`src/rtl/axi4_stream_pkg.sv`:
```
// Shared defaults and the stored entry layout for the AXI4-Stream FIFO.
package axi4_stream_pkg;

   localparam int unsigned DEF_DATA_SIZE = 8;
   localparam int unsigned DEF_DEPTH     = 16;

   typedef struct packed {
      logic                     last;
      logic [DEF_DATA_SIZE-1:0] data;
   } entry_t;

   function automatic bit is_pow2(input int unsigned n);
      return (n != 0) && ((n & (n - 1)) == 0);
   endfunction

endpackage

```
`src/rtl/axi4_stream_fifo_mem.sv`:
```
// FIFO storage: one synchronous write port, one asynchronous read port, no reset.
module axi4_stream_fifo_mem #(
   parameter int unsigned WIDTH = 9,
   parameter int unsigned DEPTH = 16,
   parameter int unsigned AW    = 4
) (
   input  logic             clk,
   input  logic             we,
   input  logic [AW-1:0]    waddr,
   input  logic [WIDTH-1:0] wdata,
   input  logic [AW-1:0]    raddr,
   output logic [WIDTH-1:0] rdata
);

   logic [WIDTH-1:0] mem [DEPTH];

   always_ff @(posedge clk) begin
      if (we) mem[waddr] <= wdata;
   end

   assign rdata = mem[raddr];

endmodule

```
`src/rtl/axi4_stream_fifo.sv`:
```
// First-word-fall-through AXI4-Stream FIFO with registered handshake and fill-level flags.
module axi4_stream_fifo
   import axi4_stream_pkg::*;
#(
   parameter int unsigned DATA_SIZE = DEF_DATA_SIZE,
   parameter int unsigned DEPTH     = DEF_DEPTH,
   parameter int unsigned AF_LEVEL  = DEPTH - 2,
   parameter int unsigned AE_LEVEL  = 2
) (
   input  logic                       clk,
   input  logic                       rst,
   input  logic                       flush,
   input  logic [DATA_SIZE-1:0]       s_data,
   input  logic                       s_last,
   input  logic                       s_valid,
   output logic                       s_ready,
   output logic [DATA_SIZE-1:0]       m_data,
   output logic                       m_last,
   output logic                       m_valid,
   input  logic                       m_ready,
   output logic                       empty,
   output logic                       full,
   output logic                       almost_empty,
   output logic                       almost_full,
   output logic [$clog2(DEPTH+1)-1:0] level
);

   localparam int unsigned AW = $clog2(DEPTH);
   localparam int unsigned LW = $clog2(DEPTH + 1);
   localparam int unsigned EW = DATA_SIZE + 1;

   if (DATA_SIZE < 1) begin : g_bad_width
      $error("axi4_stream_fifo: DATA_SIZE must be >= 1");
   end
   if (DEPTH < 2 || !is_pow2(DEPTH)) begin : g_bad_depth
      $error("axi4_stream_fifo: DEPTH must be a power of two >= 2");
   end
   if (AF_LEVEL < 1 || AF_LEVEL > DEPTH) begin : g_bad_af
      $error("axi4_stream_fifo: AF_LEVEL out of range 1..DEPTH");
   end
   if (AE_LEVEL > DEPTH - 1) begin : g_bad_ae
      $error("axi4_stream_fifo: AE_LEVEL out of range 0..DEPTH-1");
   end

   logic [AW-1:0] wr_ptr;
   logic [AW-1:0] rd_ptr;
   logic [LW-1:0] level_nxt;
   logic          wr_en;
   logic          rd_en;
   logic [EW-1:0] rd_entry;

   // Handshakes depend only on registered ready/valid, never combinationally on the peer.
   assign wr_en = s_valid & s_ready;
   assign rd_en = m_ready & m_valid;

   always_comb begin
      level_nxt = level;
      case ({wr_en, rd_en})
         2'b10:   level_nxt = level + LW'(1);
         2'b01:   level_nxt = level - LW'(1);
         default: level_nxt = level;
      endcase
   end

   // Flags are registered from the next level so they line up with level itself.
   always_ff @(posedge clk) begin
      if (rst || flush) begin
         wr_ptr       <= '0;
         rd_ptr       <= '0;
         level        <= '0;
         empty        <= 1'b1;
         m_valid      <= 1'b0;
         full         <= 1'b0;
         s_ready      <= 1'b1;
         almost_empty <= 1'b1;
         almost_full  <= 1'b0;
      end else begin
         if (wr_en) wr_ptr <= wr_ptr + AW'(1);
         if (rd_en) rd_ptr <= rd_ptr + AW'(1);
         level        <= level_nxt;
         empty        <= (level_nxt == '0);
         m_valid      <= (level_nxt != '0);
         full         <= (level_nxt == LW'(DEPTH));
         s_ready      <= (level_nxt != LW'(DEPTH));
         almost_empty <= (level_nxt <= LW'(AE_LEVEL));
         almost_full  <= (level_nxt >= LW'(AF_LEVEL));
      end
   end

   axi4_stream_fifo_mem #(
      .WIDTH (EW),
      .DEPTH (DEPTH),
      .AW    (AW)
   ) u_mem (
      .clk   (clk),
      .we    (wr_en),
      .waddr (wr_ptr),
      .wdata ({s_last, s_data}),
      .raddr (rd_ptr),
      .rdata (rd_entry)
   );

   assign {m_last, m_data} = rd_entry;

endmodule

```
`config.mk`:
```
export PLATFORM = sky130hd
export DESIGN_NAME = axi4_stream_fifo
export DESIGN_NICKNAME = d
export VERILOG_FILES = /design/src/rtl/axi4_stream_pkg.sv /design/src/rtl/axi4_stream_fifo_mem.sv /design/src/rtl/axi4_stream_fifo.sv
export SDC_FILE = /design/constraint.sdc
export NUM_CORES = 1
export LEC_CHECK = 0
export BUFFER_PORTS_ARGS = -buffer_cell sky130_fd_sc_hd__buf_2
export CAP_MARGIN = 0
export CORE_MARGIN = 1
export CORE_UTILIZATION = 27
export DETAILED_ROUTE_END_ITERATION = 8
export PLACE_DENSITY = 0.43
export SLEW_MARGIN = 20
export SYNTH_ARGS = -nofsm -noshare
export SYNTH_HDL_FRONTEND = slang
export SYNTH_HIERARCHICAL = 1
export SYNTH_SLANG_ARGS = --single-unit
```
`constraint.sdc`:
```
create_clock -name clk -period 3.2 [get_ports clk]
set_clock_uncertainty 0.2 [all_clocks]
set_input_delay 0.16 -clock clk [delete_from_list [all_inputs] [get_ports clk]]
set_output_delay 0.16 -clock clk [all_outputs]
set_load 0.05 [all_outputs]
```
; ---- After elaboration in Yosys (flattened, before gate mapping)
; Memory sizes are Yosys's and may differ from the RTL's. A register that Yosys moved wholly into a read port is not among the register bits.
; Index checks and enable logic that the tools add are counted.
[classes]
mux = 5
n_mul = 0
n_div = 0
n_reduce_logical = 3
n_bitwise = 2
n_eq_ne = 4
add_sub_neg = 4
order_cmp = 2
shifts = 0
[ops]
columns = cell, n
row1 = $pmux 5 s2, 1
row2 = $add 4x1->4 const B, 2
row3 = $mux 4, 2
row4 = $add 5x1->5 const B, 1
row5 = $eq 5x5->1 const B, 1
row6 = $ge 5x4->1 const B, 1
row7 = $le 5x2->1 const B, 1
row8 = $logic_not 5->1, 1
row9 = $ne 5x5->1 const B, 1
row10 = $reduce_bool 5->1, 1
row11 = $sub 5x1->5 const B, 1
row12 = $and 1x1->1, 2
row13 = $eq 2x1->1 const B, 1
row14 = $eq 2x2->1 const B, 1
row15 = $mux 1, 2
row16 = $logic_or 1x1->1, 1
[totals]
rom_bits = 0
elab_cells = 30
latchBits = 0
ram_bits = 144
in_bits = 14
mem_count = 1
regBits = 19
output_inout_bits = 20
[mem_list]
columns = name, depth, word_bits, read_ports, rd_ports_with_merged_regs, wr, line_no
row1 = u_mem.mem, 16, 9, 1, 1, 1, axi4_stream_fifo_mem.sv:15  ; logic [WIDTH-1:0] mem [DEPTH];

; ---- Longest topological paths before layout
; Gate-level depths: netlist of the first run.
[depth]
depth_word = 4
depth_mapped = 11
depth_no_buf = 10

; ---- Hierarchy
; The synthesis of the first run kept the hierarchy.
[by_module_without_submodules]
columns = module, instances, area_per_inst_um2, cells_per_inst, seq_area_each_um2
row1 = axi4_stream_fifo_mem, 1, 5600.4, 245, 4324.1
row2 = axi4_stream_fifo, 1, 998.5, 105, 380.4

; ---- Least setup slack after synthesis of the first run
; No wires, ideal clock.
[synth_path]
path_type = register to register
startpoint = register m_valid
endpoint = register empty
path_buffers = 1
stages_incl_launch_ff = 11
slack_ns = 0.376
arrival_time_ns = 2.509
required_time_ns = 2.885
setup_time_ns = 0.115
cell_sequence = dfxtp_1 > nand2_1 > inv_2 > buf_2 > nand2_1 > xnor2_1 > ha_1 > or4_4 > a31oi_4 > xnor2_2 > a31o_1
[synth_via]
elab_chain_cells = 4
word_cells_on_any_way = 5
[synth_rtl]
columns = element, line_no
row1 = from (decl), axi4_stream_fifo.sv:19  ; output logic m_valid,
row2 = from (signal assigned), axi4_stream_fifo.sv:82  ; m_valid <= (level_nxt != '0);
row3 = $and 1x1->1 (*), axi4_stream_fifo.sv:54  ; assign rd_en = m_ready & m_valid;
row4 = $eq 2x1->1 or $eq 2x2->1 (tied branches), axi4_stream_fifo.sv:58  ; case ({wr_en, rd_en})
row5 = $pmux 5 s2 (*), axi4_stream_fifo.sv:58
row6 = $logic_not 5->1 (*), axi4_stream_fifo.sv:81  ; empty <= (level_nxt == '0);
row7 = to (signal assigned), axi4_stream_fifo.sv:81
row8 = to (decl), axi4_stream_fifo.sv:21  ; output logic empty,
; Every way passes the cells marked *; elsewhere a longest branch is shown, timed or not.
; A chain may end at the register's enable or synchronous reset.

==> flow_metrics.env, run 1 <==
export IMPL_whs_ps=61.0
export IMPL_cap_violations=0
export IMPL_final_area_mm2=0.00792
export IMPL_timing_rr_start="m_valid"
export IMPL_first_global_vias=3605
export IMPL_async_flop_share_pct=0
export IMPL_cellLeakagePower_nw=2.58
export IMPL_die_h_um=158
export IMPL_synth_area_leaders="edfxtp_1 66%, mux4_2 7.2%, mux4_1 6.0%, dfxtp_1 5.8%, a22oi_1 2.0%"
export IMPL_final_nets=435
export IMPL_num_antenna_cells=0
export IMPL_place_gp_congestion=0.730
export IMPL_min_from="flush"
export IMPL_drive_above_1_share_pct=27.9
export IMPL_fin_crit_sh_pct=89.8
export IMPL_clockBufferDepth=2
export IMPL_syn_area_mm2=0.00660
export IMPL_antenna_found_initial=0
export IMPL_wl_mm=14.1
export IMPL_global_route_usage_met3_pct=3.24
export IMPL_switching_power_w=0.000988
export IMPL_drtIter0Drc=208
export IMPL_coreArea_mm2=0.0238
export IMPL_die_x_um=158
export IMPL_seq_area_mm2=0.00471
export IMPL_root_buffer="clkbuf_16"
export IMPL_grt_usage_pct=12.2
export IMPL_grt_use_met2_pct=20.8
export IMPL_synthFlopType="edfxtp_1"
export IMPL_viasPerCell=4.49
export IMPL_via_count=3362
export IMPL_hpwl_mm=8.84
export IMPL_fill_cells=2286
export IMPL_placed_area_mm2=0.00720
export IMPL_p_seq_share_pct=50.6
export IMPL_drc_errors=0
export IMPL_hold_viol_final=0
export IMPL_slew_headroom_pct=70.0
export IMPL_numCtsBuffers=17
export IMPL_start_util_pct=27.8
export IMPL_synth_top_cells_by_count="144 x edfxtp_1, 25 x nor2_1, 21 x mux4_2, 19 x dfxtp_1, 19 x nand2_1"
export IMPL_holdCritPathClass="input port to flip-flop"
export IMPL_die_area_mm2=0.0251
export IMPL_cp_data_required_time_ps=2840
export IMPL_cp_startpoint="rd_ptr[0]"
export IMPL_critPathCaptureType="output pin"
export IMPL_irDropWorstVdd_v=0.000251
export IMPL_grt_pass1_wl_mm=21.4
export IMPL_yosysSeqAreaShare_pct=71.3
export IMPL_r2r_end="full"
export IMPL_reg2reg_depth=10
export IMPL_syn_inst=350
export IMPL_slowest_delay_ps=590
export IMPL_fin_crit_ps=2870
export IMPL_dr_pass1_iters=4
export IMPL_finalSetupTns_ps=0
export IMPL_p_per_area_mw_per_mm2=584
export IMPL_crit_path_max_fanout=10
export IMPL_cp_endpoint="m_last"
export IMPL_clkLatencyLatePin_ps=410
export IMPL_yosysMostFrequentCell="edfxtp_1"
export IMPL_cts_max_level=4
export IMPL_clock_power_share_pct=44.9
export IMPL_clk_pin_slew_ps=70
export IMPL_use_met1_pct=14.8
export IMPL_drv_slew=0
export IMPL_total_power_w=0.00462
export IMPL_switching_share_pct=21.4
export IMPL_critPathKind="flip-flop to output pin"
export IMPL_utilization_pct=33.3
export IMPL_ys_types=55
export IMPL_rsz0062_at_grt="no"
export IMPL_wl_per_cell_um=18.8
export IMPL_ys_ff_latch=163
export IMPL_cp_arrival_ps=2510
export IMPL_ios=34
export IMPL_multi_input_area_mm2=0.00174
export IMPL_grt_max_degree=37
export IMPL_path_cells="buf_4 -> mux4_1 -> a22oi_1 -> nand2_1 -> buf_2"
export IMPL_area_delta_synth_final_pct=20.0
export IMPL_tightest_slew_ps=450
export IMPL_setup_violations=0
export IMPL_cts_tree="built"
export IMPL_syn_area_per_cell_um2=18.9
export IMPL_grt_ovfl_total=0
export IMPL_startpoint_type="flip-flop"
export IMPL_crit_slowest_cell="mux4_1"
export IMPL_core_rowCount=56
export IMPL_synth_edf_count=144
export IMPL_p_comb_share_pct=4.5
export IMPL_worst_r2r_setup_slack_ps=560
export IMPL_p_int_w=0.00363
export IMPL_syn_nets=368
export IMPL_synth_warnings=6
export IMPL_synth_top_area_share_pct=65.5
export IMPL_outcome="finished clean"
export IMPL_portBuffers=33
export IMPL_synth_top_cell_by_area="edfxtp_1"
export IMPL_ant_nets=0
export IMPL_fmax_mhz=348
export IMPL_cts_sinks=163
export IMPL_grt_busiest_layer="met2"
[critical path: cells and delay by family, from the launching register on]
family                 cells  cell delay, ps
AND/OR/NAND/NOR            1             160
flip-flops                 1             540
AO/OA/AOI/OAI              1             320
buffers and inverters      2             470
multiplexers               1             590
[through the flow]
stage               cells  worst slack [ps]
global placement      706               698
finish                749               327
global route          749               221
floorplan             350               376
detailed placement    706               560
CTS                   749               274
[worst min-delay path by stage]
stage,end,slack [ps],depth (start not counted)
5_1_grt,m_valid,90,3
2_1_floorplan,u_mem/mem[0][0],60,0
3_5_place_dp,rd_ptr[1],340,2
4_1_cts,rd_ptr[1],50,3
6_report,rd_ptr[1],60,3
3_3_place_gp,u_mem/mem[6][5],350,1
[power by group through the flow]
stage | registers (W) | logic (W) | clock network (W)
2_1_floorplan | 0.00240 | 0.000113 | 0
3_3_place_gp | 0.00239 | 0.000197 | 0
3_5_place_dp | 0.00239 | 0.000199 | 0
4_1_cts | 0.00234 | 0.000211 | 0.00213
5_1_grt | 0.00234 | 0.000225 | 0.00221
6_report | 0.00234 | 0.000207 | 0.00208
[logic make-up (layout without fill, tap and decap cells)]
kind of cell / count (synthesis) / count (layout) / share of synthesized area [%]
compound gates: 36 / 36 / 4.61
xor+xnor: 12 / 12 / 1.82
fa+ha+maj: 4 / 4 / 0.758
buf+inv: 21 / 101 / 2.39
flops: 163 / 163 / 71.3
mux: 37 / 37 / 13.3
simple gates: 77 / 77 / 5.84
[routing by layer]
metal	wire [µm]	share of wire, %
met2	7020	50
met1	6430	46
met4	167	1.2
met5	0	0
met3	434	3.1
[registers in the layout, summed over array words and instances, names as in the netlist]
register	cells
almost_empty	1
almost_full	1
empty	1
full	1
level	5
m_valid	1
rd_ptr	4
s_ready	1
u_mem/mem	144
wr_ptr	4
[repair_timing]
item / in CTS / in global routing
hold buffers: 11 / 0
endpoints found under the hold margin: 146 / 0
gates resized for setup: 0 / 0
setup buffers: 0 / 0
[layout make-up]
| class | count | share of cell area [%] |
|---|---|---|
| sequential | 163 | 59.4 |
| multi-input combinational | 166 | 21.9 |
| timing repair buffer | 65 | 5.78 |
| clock buffer | 18 | 5.42 |
| tap | 319 | 5.04 |
| clock inverter | 14 | 2.20 |
| inverter | 4 | 0.190 |
[cell usage in the layout, fill, tap and decap left out, types with 6 or more instances in the layout]
cell type and instances:
nand2_1 19, dlygate4sd3_1 11, nor3_1 7, mux4_1 15, buf_2 33, buf_4 19
xor2_1 6, a22oi_1 18, nor2_1 25, edfxtp_1 144, dfxtp_1 18, mux4_2 21
clkbuf_16 17
Power figures use the tool's default switching activity.
==> run 2, diff against run 1 <==
==> constraint.sdc (replaced) <==
create_clock -name clk -period 3.2 [get_ports clk]
set_clock_uncertainty 0.2 [all_clocks]
set_input_delay 0.64 -clock clk [delete_from_list [all_inputs] [get_ports clk]]
set_output_delay 0.64 -clock clk [all_outputs]
set_load 0.05 [all_outputs]
==> run 2 against run 1 <==
Compared with the run above:
- final cell count shrank 1.2%
- via count down 0.68%
- maximum frequency fell by 7.8%
- largest cell class unchanged
- largest power group unchanged
==> flow_metrics.env, run 2 (same netlist as run 1, synthesis figures left out) <==
export IMPL_outcome="finished clean"
export IMPL_die_x_um=158
export IMPL_fin_crit_ps=3120
export IMPL_place_gp_congestion=0.698
export IMPL_clk_pin_slew_ps=60
export IMPL_critPathCaptureType="output pin"
export IMPL_viasPerCell=4.51
export IMPL_grt_usage_pct=12.2
export IMPL_grt_use_met2_pct=19.4
export IMPL_cts_hold_buf=0
export IMPL_total_power_w=0.00439
export IMPL_min_from="rd_ptr[1]"
export IMPL_final_nets=426
export IMPL_start_util_pct=27.8
export IMPL_p_comb_share_pct=4.5
export IMPL_setup_violations=0
export IMPL_cap_violations=0
export IMPL_setup_slack_ps=84.1
export IMPL_switching_share_pct=22.7
export IMPL_cts_setup_buffers=0
export IMPL_hold_viol_final=0
export IMPL_irDropWorstVdd_v=0.000332
export IMPL_numCtsBuffers=17
export IMPL_cts_max_level=4
export IMPL_grt_max_degree=37
export IMPL_timing_rr_start="m_valid"
export IMPL_cp_startpoint="rd_ptr[0]"
export IMPL_cellLeakagePower_nw=2.51
export IMPL_p_seq_share_pct=53.3
export IMPL_wl_mm=14.0
export IMPL_holdCritPathClass="flip-flop to flip-flop"
export IMPL_tightest_slew_ps=511
export IMPL_placed_area_mm2=0.00722
export IMPL_finalSetupTns_ps=0
export IMPL_ant_nets=0
export IMPL_hpwl_mm=8.79
export IMPL_drtIter0Drc=251
export IMPL_drive_above_1_share_pct=29.0
export IMPL_critPathKind="flip-flop to output pin"
export IMPL_grt_pass1_wl_mm=21.4
export IMPL_coreArea_mm2=0.0238
export IMPL_regMostFlops="u_mem/mem"
export IMPL_layout_commonest_cell="edfxtp_1"
export IMPL_path_cells="buf_12 -> mux4_1 -> a22oi_1 -> nand2_1 -> buf_2"
export IMPL_via_count=3339
export IMPL_cts_sinks=163
export IMPL_global_route_usage_met3_pct=3.51
export IMPL_slew_headroom_pct=65.9
export IMPL_crit_slowest_cell="mux4_1"
export IMPL_cts_tree="built"
export IMPL_reg_top3="u_mem/mem x144, level x5"
export IMPL_path_delay_family="multiplexers"
export IMPL_use_met1_pct=16.0
export IMPL_antenna_found_initial=1
export IMPL_fmax_mhz=321
export IMPL_dr_pass1_iters=4
export IMPL_core_rowCount=56
export IMPL_largest_register_ffs=144
export IMPL_ios=34
export IMPL_layout_common_cells="144 x edfxtp_1, 33 x buf_2, 25 x nor2_1"
export IMPL_dp_slack_ps=214
export IMPL_clock_power_share_pct=42.2
export IMPL_p_per_area_mw_per_mm2=565
export IMPL_cp_arrival_ps=2280
export IMPL_startpoint_type="flip-flop"
export IMPL_first_global_vias=3513
export IMPL_slowest_delay_ps=610
export IMPL_switching_power_w=0.000996
export IMPL_die_h_um=158
export IMPL_p_int_w=0.00339
export IMPL_cp_data_required_time_ps=2360
export IMPL_fin_crit_sh_pct=97.4
export IMPL_drv_slew=0
export IMPL_wl_per_cell_um=18.9
export IMPL_critPathBufInv=2
export IMPL_rsz0062_at_grt="no"
export IMPL_area_delta_synth_final_pct=17.7
export IMPL_root_buffer="clkbuf_16"
export IMPL_portBuffers=33
export IMPL_clkLatencyLatePin_ps=420
export IMPL_grt_ovfl_total=0
export IMPL_final_area_mm2=0.00777
export IMPL_whs_ps=341
export IMPL_die_area_mm2=0.0251
export IMPL_num_antenna_cells=0
export IMPL_crit_path_max_fanout=18
export IMPL_grt_busiest_layer="met2"
export IMPL_clockBufferDepth=2
export IMPL_drc_errors=0
[run 2: changes by cell type in the layout (fill, tap and decap cells not counted), sizes merged]
cell         change
inv              -1
buf              +2
clkinvlp         +1
dlygate4sd3     -11
bufinv           -3
clkinv           +3
[run 2: layer usage]
metal,up-vias,share of wire [%]
met5,-,0.093
met2,63,48
li1,1534,-
met1,1726,46
met4,2,1.0
met3,14,4.9
[run 2: path summary, 6_finish.rpt]
check | to | slack (ps) | cells after the start
min reg2reg | rd_ptr[1] | 340 | 2
max | m_data[4] | 80 | 5
min | rd_ptr[1] | 340 | 2
max reg2reg | full | 560 | 10
[run 2: power groups by stage]
stage,combinational [W],sequential [W],clock (W)
floorplan,0.000113,0.00240,0
global placement,0.000197,0.00238,0
detailed placement,0.000200,0.00239,0
CTS,0.000201,0.00234,0.00190
global route,0.000214,0.00234,0.00199
finish,0.000197,0.00234,0.00185
[run 2: stage by stage]
stage	std cells	util [%]
3_3_place_gp	708	30.4
6_report	740	32.7
5_1_grt	740	32.7
3_5_place_dp	708	30.4
2_1_floorplan	350	-
4_1_cts	740	32.6
[run 2: layout make-up]
class | count | area (µm²)
timing repair buffer | 56 | 367
sequential | 163 | 4710
clock inverter | 14 | 106
clock buffer | 18 | 429
multi-input combinational | 166 | 1750
inverter | 4 | 15.0
fill | 2286 | 16000
tap | 319 | 399
[run 2: worst reg2reg max path, delay by kind of cell (launching register included)]
kind / cells / cell delay, ps
AO/OA/AOI/OAI: 3 / 880
AND/OR/NAND/NOR: 4 / 580
flip-flops: 1 / 350
adder cells (fa/ha/maj): 1 / 230
buffers and inverters: 1 / 200
XOR/XNOR: 1 / 140
[run 2: repair_timing]
item                                   4_1_cts  5_1_grt
gates resized for setup                      0        3
setup endpoints to repair                    0        6
endpoints found under the hold margin        0        0
==> run 3, diff against run 2 <==
--- a/config.mk
+++ b/config.mk
@@ -5,12 +5,12 @@
 export SDC_FILE = /design/constraint.sdc
 export NUM_CORES = 1
 export LEC_CHECK = 0
-export BUFFER_PORTS_ARGS = -buffer_cell sky130_fd_sc_hd__buf_2
 export CAP_MARGIN = 0
 export CORE_MARGIN = 1
 export CORE_UTILIZATION = 27
 export DETAILED_ROUTE_END_ITERATION = 8
-export PLACE_DENSITY = 0.43
+export DONT_BUFFER_PORTS = 1
+export PLACE_DENSITY = 0.41
 export SLEW_MARGIN = 20
 export SYNTH_ARGS = -nofsm -noshare
 export SYNTH_HDL_FRONTEND = slang
==> run 3 against run 2 <==
Compared with the run above:
- first-iteration DRC count decreased by 26%
- sequential share of layout area increased by 0.055 points
- setup slack improved by 30 ps
- maximum frequency increased by 0.98%
- critical path type unchanged
- register-to-register slack got worse by 20 ps
- largest cell class unchanged
- clock-buffer cell count unchanged
- wire length increased by 5.1%
- flip-flop and latch count unchanged
- final area about the same
- critical path depth unchanged
==> flow_metrics.env, run 3 (same netlist as run 1, synthesis figures left out) <==
export IMPL_wl_per_cell_um=20.5
export IMPL_cp_data_required_time_ps=2360
export IMPL_place_gp_congestion=0.691
export IMPL_drive_above_1_share_pct=26.7
export IMPL_outcome="finished clean"
export IMPL_core_rowCount=56
export IMPL_coreArea_mm2=0.0238
export IMPL_p_per_area_mw_per_mm2=573
export IMPL_fin_crit_sh_pct=96.4
export IMPL_final_area_mm2=0.00776
export IMPL_first_global_vias=3422
export IMPL_numCtsBuffers=17
export IMPL_grt_max_degree=40
export IMPL_cts_sinks=163
export IMPL_startpoint_type="flip-flop"
export IMPL_ios=34
export IMPL_placed_area_mm2=0.00715
export IMPL_drc_errors=0
export IMPL_final_nets=406
export IMPL_largest_register_ffs=144
export IMPL_drtIter0Drc=186
export IMPL_dr_pass1_iters=4
export IMPL_area_delta_synth_final_pct=17.7
export IMPL_cts_hold_buf=0
export IMPL_grt_pass1_wl_mm=21.9
export IMPL_cts_max_level=4
export IMPL_clk_pin_slew_ps=70
export IMPL_viasPerCell=4.53
export IMPL_tightest_slew_ps=690
export IMPL_regMostFlops="u_mem/mem"
export IMPL_irDropWorstVdd_v=0.000333
export IMPL_die_area_mm2=0.0251
export IMPL_cellLeakagePower_nw=2.46
export IMPL_ant_nets=0
export IMPL_drv_slew=0
export IMPL_fill_cells=2286
export IMPL_hpwl_mm=8.95
export IMPL_slew_headroom_pct=53.9
export IMPL_root_buffer="clkbuf_16"
export IMPL_hold_viol_final=0
export IMPL_finalSetupTns_ps=0
export IMPL_fmax_mhz=324
export IMPL_layout_common_cells="144 x edfxtp_1, 32 x buf_4, 25 x nor2_1"
export IMPL_via_count=3261
export IMPL_reg2reg_depth=10
export IMPL_die_x_um=158
export IMPL_rsz0062_at_grt="no"
export IMPL_die_h_um=158
export IMPL_crit_path_max_fanout=16
export IMPL_cap_violations=0
export IMPL_critPathCaptureType="output pin"
export IMPL_cts_tree="built"
export IMPL_num_antenna_cells=0
export IMPL_critPathKind="flip-flop to output pin"
export IMPL_cp_arrival_ps=2250
export IMPL_antenna_found_initial=0
export IMPL_grt_usage_pct=12.8
export IMPL_reg_top3="u_mem/mem x144, level x5"
export IMPL_wl_mm=14.7
export IMPL_whs_ps=111
export IMPL_fin_crit_ps=3090
export IMPL_grt_ovfl_total=0
export IMPL_clkLatencyLatePin_ps=420
export IMPL_start_util_pct=27.8
export IMPL_min_path_cells=0
export IMPL_portBuffers=0
export IMPL_setup_violations=0
export IMPL_holdCritPathClass="input port to flip-flop"
export IMPL_clockBufferDepth=2
export IMPL_layout_commonest_cell="edfxtp_1"
-- run 3: cell count changes in the layout (fill, tap and decap cells not counted) --
cell | before | now
buf_2 | 33 | 0
buf_4 | 20 | 32
a22oi_1 | 16 | 13
a22oi_2 | 2 | 5
inv_6 | 1 | 4
clkinv_4 | 2 | 0
bufbuf_16 | 0 | 1
bufinv_16 | 0 | 1
clkinv_1 | 3 | 2
clkinv_2 | 1 | 2
clkinvlp_4 | 4 | 3
dfxtp_1 | 18 | 17
dfxtp_2 | 1 | 2
inv_8 | 3 | 2
-- run 3: metal layers --
metal,wire (µm),GRT usage [%]
met5,0,0
met4,166,4.67
met3,508,3.24
met2,6930,20.2
met1,7120,16.9
-- run 3: worst max-delay path, stage by stage (launching register included) --
cell,delay (ps)
dfxtp_2,370
buf_12,190
mux4_1,610
a22oi_2,290
nand2_1,150
buf_4,220
-- run 3: what timing repair did --
action | 4_1_cts | 5_1_grt
cloned | 1 | 0
setup buffers | 0 | 0
gates resized for setup | 2 | 4
endpoints found under the setup margin | 5 | 4
-- run 3: where the power goes --
group | internal, W | switching (W) | total [W]
Clock | 0.00108 | 0.000853 | 0.00193
Sequential | 0.00233 | 0.0000153 | 0.00235
Combinational | 0.0000623 | 0.000107 | 0.000169
Total | 0.00347 | 0.000975 | 0.00445
-- run 3: through the flow --
step	total power (W)	worst slack [ps]	cells	util, %
5_1_grt	0.00460	18.5	720	32.7
4_1_cts	0.00451	0.850	720	32.6
3_3_place_gp	0.00256	323	687	30.1
3_5_place_dp	0.00256	293	687	30.1
2_1_floorplan	0.00251	376	350	-
6_report	0.00445	114	720	32.7
-- run 3: final cells by class --
type                            count  area, µm²  area share, %
Timing Repair Buffer               36        324           4.17
Clock buffer                       18        429           5.53
Sequential cell                   163       4710           60.6
Multi-Input combinational cell    166       1760           22.7
Inverter                            4       15.0          0.193
Tap cell                          319        399           5.14
Clock inverter                     14        128           1.64
-- run 3: worst paths after layout --
path | startpoint | end | slack (ps)
setup / recovery | rd_ptr[0] | m_data[1] | 110
hold / removal | s_data[4] | u_mem/mem[0][4] | 110
setup reg to reg | m_valid | full | 540
hold reg to reg | wr_ptr[3] | wr_ptr[3] | 380
